`src/rtl/vm_lcd_pkg.sv`:
```
// Shared definitions for the HD44780 write-bus responder: instruction bit
// positions, DDRAM line geometry and the transfer FSM states.
package vm_lcd_pkg;

    localparam int unsigned INSTR_SET_DDRAM  = 7;
    localparam int unsigned INSTR_SET_CGRAM  = 6;
    localparam int unsigned INSTR_FUNC_SET   = 5;
    localparam int unsigned INSTR_SHIFT      = 4;
    localparam int unsigned INSTR_DISP_CTRL  = 3;
    localparam int unsigned INSTR_ENTRY_MODE = 2;
    localparam int unsigned INSTR_HOME       = 1;
    localparam int unsigned INSTR_CLEAR      = 0;

    localparam int unsigned SHIFT_SC_BIT = 3;
    localparam int unsigned SHIFT_RL_BIT = 2;
    localparam int unsigned DISP_D_BIT   = 2;
    localparam int unsigned DISP_C_BIT   = 1;
    localparam int unsigned DISP_B_BIT   = 0;
    localparam int unsigned ENTRY_ID_BIT = 1;

    localparam logic [6:0] LINE1_BASE     = 7'h00;
    localparam logic [6:0] LINE2_BASE     = 7'h40;
    localparam logic [6:0] LINE1_WRAP_END = 7'h27;
    localparam logic [6:0] LINE2_WRAP_END = 7'h67;
    localparam int unsigned LINE_LEN      = 16;
    localparam logic [7:0] CHAR_SPACE     = 8'h20;

    typedef enum logic [1:0] {
        IDLE,
        E_HIGH,
        COMMIT,
        CLEAR
    } lcd_state_e;

endpackage

```
`src/rtl/lcd_ddram_addr_step.sv`:
```
// Next address-counter value for one increment/decrement step, wrapping
// between the two 40-character DDRAM lines.
module lcd_ddram_addr_step
    import vm_lcd_pkg::*;
(
    input  logic [6:0] ac,
    input  logic       inc,
    output logic [6:0] ac_next
);

    always_comb begin
        ac_next = inc ? ac + 7'd1 : ac - 7'd1;
        if (inc) begin
            if (ac == LINE1_WRAP_END)      ac_next = LINE2_BASE;
            else if (ac == LINE2_WRAP_END) ac_next = LINE1_BASE;
        end else begin
            if (ac == LINE1_BASE)          ac_next = LINE2_WRAP_END;
            else if (ac == LINE2_BASE)     ac_next = LINE1_WRAP_END;
        end
    end

endmodule

```
`src/rtl/lcd_hd44780_receiver.sv`:
```
// HD44780 write-bus responder: commits transfers on the lcd_e falling edge and
// maintains a 2x16 DDRAM image plus the display-control state.
module lcd_hd44780_receiver
    import vm_lcd_pkg::*;
#(
    parameter int unsigned MIN_E_HIGH = 1
) (
    input  logic         clk,
    input  logic         rst,
    input  logic         lcd_e,
    input  logic         lcd_rs,
    input  logic         lcd_rw,
    input  logic [7:0]   lcd_data,
    output logic [127:0] line1_text,
    output logic [127:0] line2_text,
    output logic [6:0]   ddram_address,
    output logic         display_on,
    output logic         cursor_on,
    output logic         cursor_blink,
    output logic         busy,
    output logic         write_strobe,
    output logic         proto_error
);

    localparam int unsigned CNT_W = (MIN_E_HIGH < 2) ? 1 : $clog2(MIN_E_HIGH + 1);
    localparam logic [CNT_W-1:0] CNT_MAX = CNT_W'(MIN_E_HIGH);

    lcd_state_e       state_q, state_d;
    logic             e_q, e_d;
    logic             rs_q, rs_d, rw_q, rw_d;
    logic [7:0]       data_q, data_d;
    logic [CNT_W-1:0] cnt_q, cnt_d;
    logic [6:0]       ac_q, ac_d, ac_step;
    logic             id_q, id_d;
    logic             disp_q, disp_d, cur_q, cur_d, blink_q, blink_d;
    logic [3:0]       clr_idx_q, clr_idx_d;
    logic             busy_err_q, busy_err_d;
    logic [7:0]       line1_q [LINE_LEN];
    logic [7:0]       line1_d [LINE_LEN];
    logic [7:0]       line2_q [LINE_LEN];
    logic [7:0]       line2_d [LINE_LEN];
    logic             fall, accept;

    lcd_ddram_addr_step u_step (
        .ac      (ac_q),
        .inc     (rs_q ? id_q : data_q[SHIFT_RL_BIT]),
        .ac_next (ac_step)
    );

    assign fall   = e_q && !lcd_e;
    assign accept = (cnt_q >= CNT_MAX) && !rw_q;

    always_comb begin
        state_d      = state_q;
        e_d          = lcd_e;
        rs_d         = rs_q;
        rw_d         = rw_q;
        data_d       = data_q;
        cnt_d        = cnt_q;
        ac_d         = ac_q;
        id_d         = id_q;
        disp_d       = disp_q;
        cur_d        = cur_q;
        blink_d      = blink_q;
        clr_idx_d    = clr_idx_q;
        busy_err_d   = 1'b0;
        line1_d      = line1_q;
        line2_d      = line2_q;
        write_strobe = 1'b0;
        proto_error  = busy_err_q;

        if (lcd_e) begin
            rs_d   = lcd_rs;
            rw_d   = lcd_rw;
            data_d = lcd_data;
            if (!e_q)                cnt_d = CNT_W'(1);
            else if (cnt_q != CNT_MAX) cnt_d = cnt_q + 1'b1;
        end

        case (state_q)
            IDLE:   if (lcd_e) state_d = E_HIGH;
            E_HIGH: if (!lcd_e) state_d = COMMIT;
            COMMIT: begin
                state_d = lcd_e ? E_HIGH : IDLE;
                if (!accept) begin
                    proto_error = 1'b1;
                end else begin
                    write_strobe = 1'b1;
                    if (rs_q) begin
                        if (ac_q[6:4] == LINE1_BASE[6:4])      line1_d[ac_q[3:0]] = data_q;
                        else if (ac_q[6:4] == LINE2_BASE[6:4]) line2_d[ac_q[3:0]] = data_q;
                        ac_d = ac_step;
                    end else if (data_q[INSTR_SET_DDRAM]) begin
                        ac_d = data_q[6:0];
                    end else if (data_q[INSTR_SET_CGRAM] || data_q[INSTR_FUNC_SET]) begin
                        // CGRAM address and function set are acknowledged only
                    end else if (data_q[INSTR_SHIFT]) begin
                        if (!data_q[SHIFT_SC_BIT]) ac_d = ac_step;
                    end else if (data_q[INSTR_DISP_CTRL]) begin
                        disp_d  = data_q[DISP_D_BIT];
                        cur_d   = data_q[DISP_C_BIT];
                        blink_d = data_q[DISP_B_BIT];
                    end else if (data_q[INSTR_ENTRY_MODE]) begin
                        id_d = data_q[ENTRY_ID_BIT];
                    end else if (data_q[INSTR_HOME]) begin
                        ac_d = '0;
                    end else if (data_q[INSTR_CLEAR]) begin
                        ac_d      = '0;
                        id_d      = 1'b1;
                        clr_idx_d = '0;
                        state_d   = CLEAR;
                    end
                end
            end
            CLEAR: begin
                line1_d[clr_idx_q] = CHAR_SPACE;
                line2_d[clr_idx_q] = CHAR_SPACE;
                clr_idx_d  = clr_idx_q + 4'd1;
                // a strobe ending inside the clear is dropped and flagged next cycle
                busy_err_d = fall;
                if (clr_idx_q == 4'(LINE_LEN - 1)) state_d = lcd_e ? E_HIGH : IDLE;
            end
            default: state_d = IDLE;
        endcase
    end

    always_ff @(posedge clk or negedge rst) begin
        if (!rst) begin
            state_q    <= IDLE;
            e_q        <= 1'b0;
            rs_q       <= 1'b0;
            rw_q       <= 1'b0;
            data_q     <= '0;
            cnt_q      <= '0;
            ac_q       <= '0;
            id_q       <= 1'b1;
            disp_q     <= 1'b0;
            cur_q      <= 1'b0;
            blink_q    <= 1'b0;
            clr_idx_q  <= '0;
            busy_err_q <= 1'b0;
            for (int unsigned i = 0; i < LINE_LEN; i++) begin
                line1_q[i] <= CHAR_SPACE;
                line2_q[i] <= CHAR_SPACE;
            end
        end else begin
            state_q    <= state_d;
            e_q        <= e_d;
            rs_q       <= rs_d;
            rw_q       <= rw_d;
            data_q     <= data_d;
            cnt_q      <= cnt_d;
            ac_q       <= ac_d;
            id_q       <= id_d;
            disp_q     <= disp_d;
            cur_q      <= cur_d;
            blink_q    <= blink_d;
            clr_idx_q  <= clr_idx_d;
            busy_err_q <= busy_err_d;
            line1_q    <= line1_d;
            line2_q    <= line2_d;
        end
    end

    always_comb begin
        line1_text = '0;
        line2_text = '0;
        for (int unsigned i = 0; i < LINE_LEN; i++) begin
            line1_text[(LINE_LEN-1-i)*8 +: 8] = line1_q[i];
            line2_text[(LINE_LEN-1-i)*8 +: 8] = line2_q[i];
        end
    end

    assign ddram_address = ac_q;
    assign display_on    = disp_q;
    assign cursor_on     = cur_q;
    assign cursor_blink  = blink_q;
    assign busy          = (state_q == CLEAR);

endmodule

```
`config.mk`:
```
export PLATFORM = sky130hd
export DESIGN_NAME = lcd_hd44780_receiver
export DESIGN_NICKNAME = d
export VERILOG_FILES = /design/src/rtl/vm_lcd_pkg.sv /design/src/rtl/lcd_ddram_addr_step.sv /design/src/rtl/lcd_hd44780_receiver.sv
export SDC_FILE = /design/constraint.sdc
export NUM_CORES = 1
export LEC_CHECK = 0
export CAP_MARGIN = 25
export CORE_MARGIN = 5
export CORE_UTILIZATION = 40
export CTS_CLUSTER_SIZE = 25
export DETAILED_ROUTE_END_ITERATION = 8
export PLACE_DENSITY = 0.73
export SLEW_MARGIN = 30
export SYNTH_ARGS = -nofsm -noshare
export SYNTH_HDL_FRONTEND = slang
export SYNTH_SLANG_ARGS = --single-unit
```
`constraint.sdc`:
```
create_clock -name clk -period 5.5 [get_ports clk]
set_input_delay 1.375 -clock clk [delete_from_list [all_inputs] [get_ports clk]]
set_output_delay 1.375 -clock clk [all_outputs]
set_load 0.005 [all_outputs]
```
=== After elaboration in Yosys (flattened, before gate mapping) ===
Index checks and enable logic that the tools add are counted.

* Add/subtract/negate cells: 4
* Order comparisons: 5
* Equal/unequal tests: 28
* Multiplexer cells: 65
* Bitwise logic cells: 12
* Reductions and logical operators: 20

{| class="wikitable"
|+ Operators by type and width
! operator !! count
|-
| two-way mux 128 bit || 7
|-
| one-hot mux 128 bit (2 select lines) || 2
|-
| bitwise mux 128 bit || 2
|-
| bitwise AND 112 bit || 2
|-
| inverter 112 bit || 1
|-
| two-way mux 7 bit || 15
|-
| demux 8 bit (select 4 bit) || 2
|-
| two-way mux 4 bit || 9
|-
| bitwise OR 16 bit || 2
|-
| != test 2 bit, second input constant || 15
|-
| two-way mux 2 bit || 12
|-
| two-way mux 8 bit || 2
|-
| == test 7 bit, second input constant || 2
|-
| two-way mux 1 bit || 12
|-
| greater-or-equal comparator 5 bit, second input constant || 2
|-
| less-than comparator 5 x 1 -> 1 bit, second input constant || 2
|-
| inverter 4 -> 5 bit || 2
|-
| AND reduction 10 bit || 1
|-
| AND reduction 9 bit || 1
|-
| one-hot mux 2 bit (4 select lines) || 1
|-
| one-hot mux 4 bit (2 select lines) || 1
|-
| adder 7 x 1 -> 7 bit, second input constant || 1
|-
| == test 7 x 6 -> 1 bit, second input constant || 1
|-
| zero test 7 bit || 1
|-
| other kinds (25) || 36
|}

* Bits in registers: 286
* Input bits: 13
* Output and inout bits: 269
* Word-level logic and storage cells: 179

=== Longest topological paths before layout ===
* Depth in word-level cells: 11
* Gate-level depth with buffers: 9
* Depth with buffers taken out: 8

=== By module ===
From an unflattened synthesis, not the netlist that was laid out.

* Cell total of the unflattened synthesis: 920
* Area total of the unflattened synthesis: 11846.4 um^2

{| class="wikitable"
|+ By module, submodules not included
! module !! instances !! cells an instance !! area an instance (um^2) !! seq. area each (um^2)
|-
| lcd_hd44780_receiver || 1 || 877 || 11529.8 || 7198.2
|-
| lcd_ddram_addr_step || 1 || 43 || 316.6 || 0.0
|}

=== Worst setup path before layout ===
Ideal clock, no wire load.

* Path kind: register to output
* Start point: register state_q[0]
* End point: output busy
* Arrival time: 1.234 ns
* Data required time: 4.125 ns
* Slack: 2.891 ns
* Stages on the path, launching flop included: 5
* Path buffers: 2
* Cell sequence: dfrtp_1 nand2_1 inv_2 clkbuf_1 buf_1

* Word-level cells in the longest chain between the ends: 1

{| class="wikitable"
|+ Ends and longest elaborated chain
! what !! RTL line !! source
|-
| start, declared || lcd_hd44780_receiver.sv:28 || <nowiki>lcd_state_e state_q, state_d;</nowiki>
|-
| start signal, assigned || lcd_hd44780_receiver.sv:147 || <nowiki>state_q <= state_d;</nowiki>
|-
| == test 2 bit || lcd_hd44780_receiver.sv:178 || <nowiki>assign busy = (state_q == CLEAR);</nowiki>
|-
| end, declared || lcd_hd44780_receiver.sv:20 || <nowiki>output logic busy,</nowiki>
|}

No other way between the ends.

=== Worst setup path in the final report ===
Same ends and word-level chain as after synthesis.

==> run summary <==
Finished Core Util - 54.5%
Leak - 6.51 nW
Antenna Nets Post-Route - 0
final total power - 9.50 mW
# clock sinks - 286
RR Startpoint - ddram_address[0]
Die ar. - 0.0333 mm2
Die Ht - 182 um
CP Class - reg -> out
CTS H-Tree Depth - 1
highest clock rate - 262 MHz
Mapped Avg Cell Area - 11.4 um2
TritonCTS Buffers - 30
first-pass GRT wire length - 63300 um
clock period minus worst slack - 3.81 ns
Yosys cell types - 61
drt total wl - 41200 um
met1 usage - 33.6%
min-delay src - line2_text[114]
Clock Path Buffers - 3
core area - 0.0295 mm2
drt wl/cell - 24.3 um
largest net degree at the start of global routing - 108
drt drc - 0
Fin Clk Skew - 0.0157 ns
Root Buffer - clkbuf_16
Data arrival, critical path - 2.44 ns
unrepaired setup endpoints after global routing - no
cts hold-fix bufs - 0
Setup Fix Bufs, Post-CTS - 0
later-pin clock latency in the skew report - 0.56 ns
top cell type's share of synthesized area - 53.2%
register area share after synthesis - 60.5%
Setup crit end kind - primary output
Mapped Nets - 1065
Hold Path Class - reg -> reg
post-CTS sizing - 0
Setup TNS Final - 0 ns
Final Cycle Share - 69.3%
maximum vdd drop - 0.000288 V
Power per Cell Area - 591 mW/mm2
initial antenna violation count - 0
area leader, netlist - dfrtp_1
Top FF cell, synth - dfrtp_1
Syn Inst Count - 1041
Max Cap Viol - 0
via/cell ratio - 5.85
met2 Track Usage GR - 37.2%
Mapped Area - 0.0119 mm2
worst-path maximum fanout - 52
Slew Limit Fails - 0
CTS clk-pin slew, worst paths - 0.07 ns
grt met3 use - 8.03%
GRT busiest layer - met2
Starting Density - 40.3%
synthesis-stage register bit count - 286
Synth area leaders - dfrtp_1 (53%), o2bb2ai_1 (13%), dfstp_2 (7.3%)
number of synthesized flops with an enable pin - 0
number of DRC markers in iteration 0 - 678
Buffers on Ports - 281
vias in the first global route - 10100
status - completed
Final WS setup - 1.69 ns
# IOs - 282
Nets - 1305
asr flop ratio synth - 100%
crit path launch - state_q[0]
Rows - 63
pre-CTS setup slack - 2.30 ns
Fill cells - 2565
global-route usage over all layers - 24.2%
hpwl dp - 27800 um
Ys Warns - 0
Fin. Hold Viols - 0
slew margin rel. - 35.9%
CTS tree - done
layout cell share with drive strength beyond 1 - 8.90%
Layout area overhead - 35.1%
crit start category - flip-flop
Critical Path RT - 4.12 ns
GPL Wtd Cong - 0.845
setup violators final - 0
Die X - 182 um
TritonRoute pass-1 iters - 5
Slew @ Worst Pin - 0.935 ns
Antenna diodes - 0
gr ovfl total - 0
DR vias - 9904
flip-flops by register name, summed over array words and instances, names as in the netlist:
name,count
rs_q,1
display_on,1
ddram_address,7
id_q,1
cursor_on,1
cnt_q,1
data_q,8
rw_q,1
clr_idx_q,4
e_q,1
line2_text,128
cursor_blink,1
busy_err_q,1
state_q,2
line1_text,128
cells in the mapped netlist, types with 3 or more instances:
master	instances
nand2_1	119
o21ai_0	77
a22oi_1	17
nand3_1	29
ha_1	10
dfstp_2	33
buf_6	3
a21oi_1	57
nor2b_1	15
o2bb2ai_1	174
nor2_1	26
o21bai_1	3
nand2b_1	8
or2_2	5
nor3_1	11
xnor2_1	3
buf_1	3
a22o_1	17
inv_1	15
dfrtp_1	253
o221ai_1	6
buf_2	10
a2bb2oi_1	3
or3_1	11
clkbuf_1	63
mux2_2	10
o22ai_1	14
worst max-delay path, stage by stage (launching register included):
cell	delay, ns
dfrtp_1	0.47
nand2_1	0.14
inv_2	0.63
clkdlybuf4s50_1	0.64
metrics by stage:
step / hold WS, ns / cells / instance area [um2]
finish: 0.483 / 1693 / 16100
global route: 0.500 / 1693 / 16100
CTS: 0.485 / 1693 / 16000
detailed placement: 0.471 / 1639 / 14900
global placement: 0.463 / 1639 / 14900
floorplan: 0.462 / 1041 / 11900
final timing paths:
kind,to,slack (ns),cells past startpoint
min,line2_text[114],0.48,2
max reg2reg,ddram_address[1],2.31,5
max,busy,1.69,3
max in group asynchronous,line2_text[78],3.47,2
min reg2reg,line2_text[114],0.48,2
min in group asynchronous,line2_text[105],0.86,1
layout make-up:
cell class / instances / area, um2 / area share [%]
inverter: 16 / 60.1 / 0.374
tap: 390 / 488 / 3.04
clock buffer: 38 / 841 / 5.23
clock inverter: 16 / 278 / 1.73
timing repair buffer: 287 / 2880 / 17.9
multi-input combinational: 660 / 4330 / 26.9
sequential: 286 / 7200 / 44.8
report_power, final:
| group | switching (mW) | total, mW | internal, mW |
|---|---|---|---|
| clock | 0.873 | 2.28 | 1.41 |
| combinational | 1.73 | 3.67 | 1.94 |
| sequential | 0.652 | 3.54 | 2.89 |
cell families (layout without fill, tap and decap cells):
group           Yosys count  count (layout)  synth area share [%]
compound gates          387             387                  23.6
flops                   286             286                  60.5
simple gates            246             246                  9.91
buf+inv                  95             357                  3.29
mux                      12              12                  1.12
fa+ha+maj                11              11                  1.22
xor+xnor                  4               4                 0.295
layout by cell type (no fill, tap or decap), drive strengths merged, types with 3 or more instances in the layout:
master	netlist	routed
clkdlybuf4s50	0	280
a22oi	17	17
nor2b	17	17
a22o	17	17
clkbuf	63	38
a2bb2oi	3	3
xnor2	3	3
clkinv	0	7
ha	10	10
nand3	29	29
bufinv	0	7
mux2	10	10
a21oi	57	57
o22ai	14	14
or3	11	11
o21ai	79	79
o221ai	6	6
dfstp	33	33
or2	5	5
inv	16	18
dfrtp	253	253
nor3	11	11
o21bai	3	3
o2bb2ai	174	174
nand2	119	119
nor2	26	26
nand2b	8	8
buf	16	7
routing by layer:
layer	part of all wire (%)	routed length [um]
met5	0	0
met1	43	17800
met4	2.2	922
met3	9.6	3950
met2	45	18500
No activity file was read; power rests on OpenSTA's default activity.
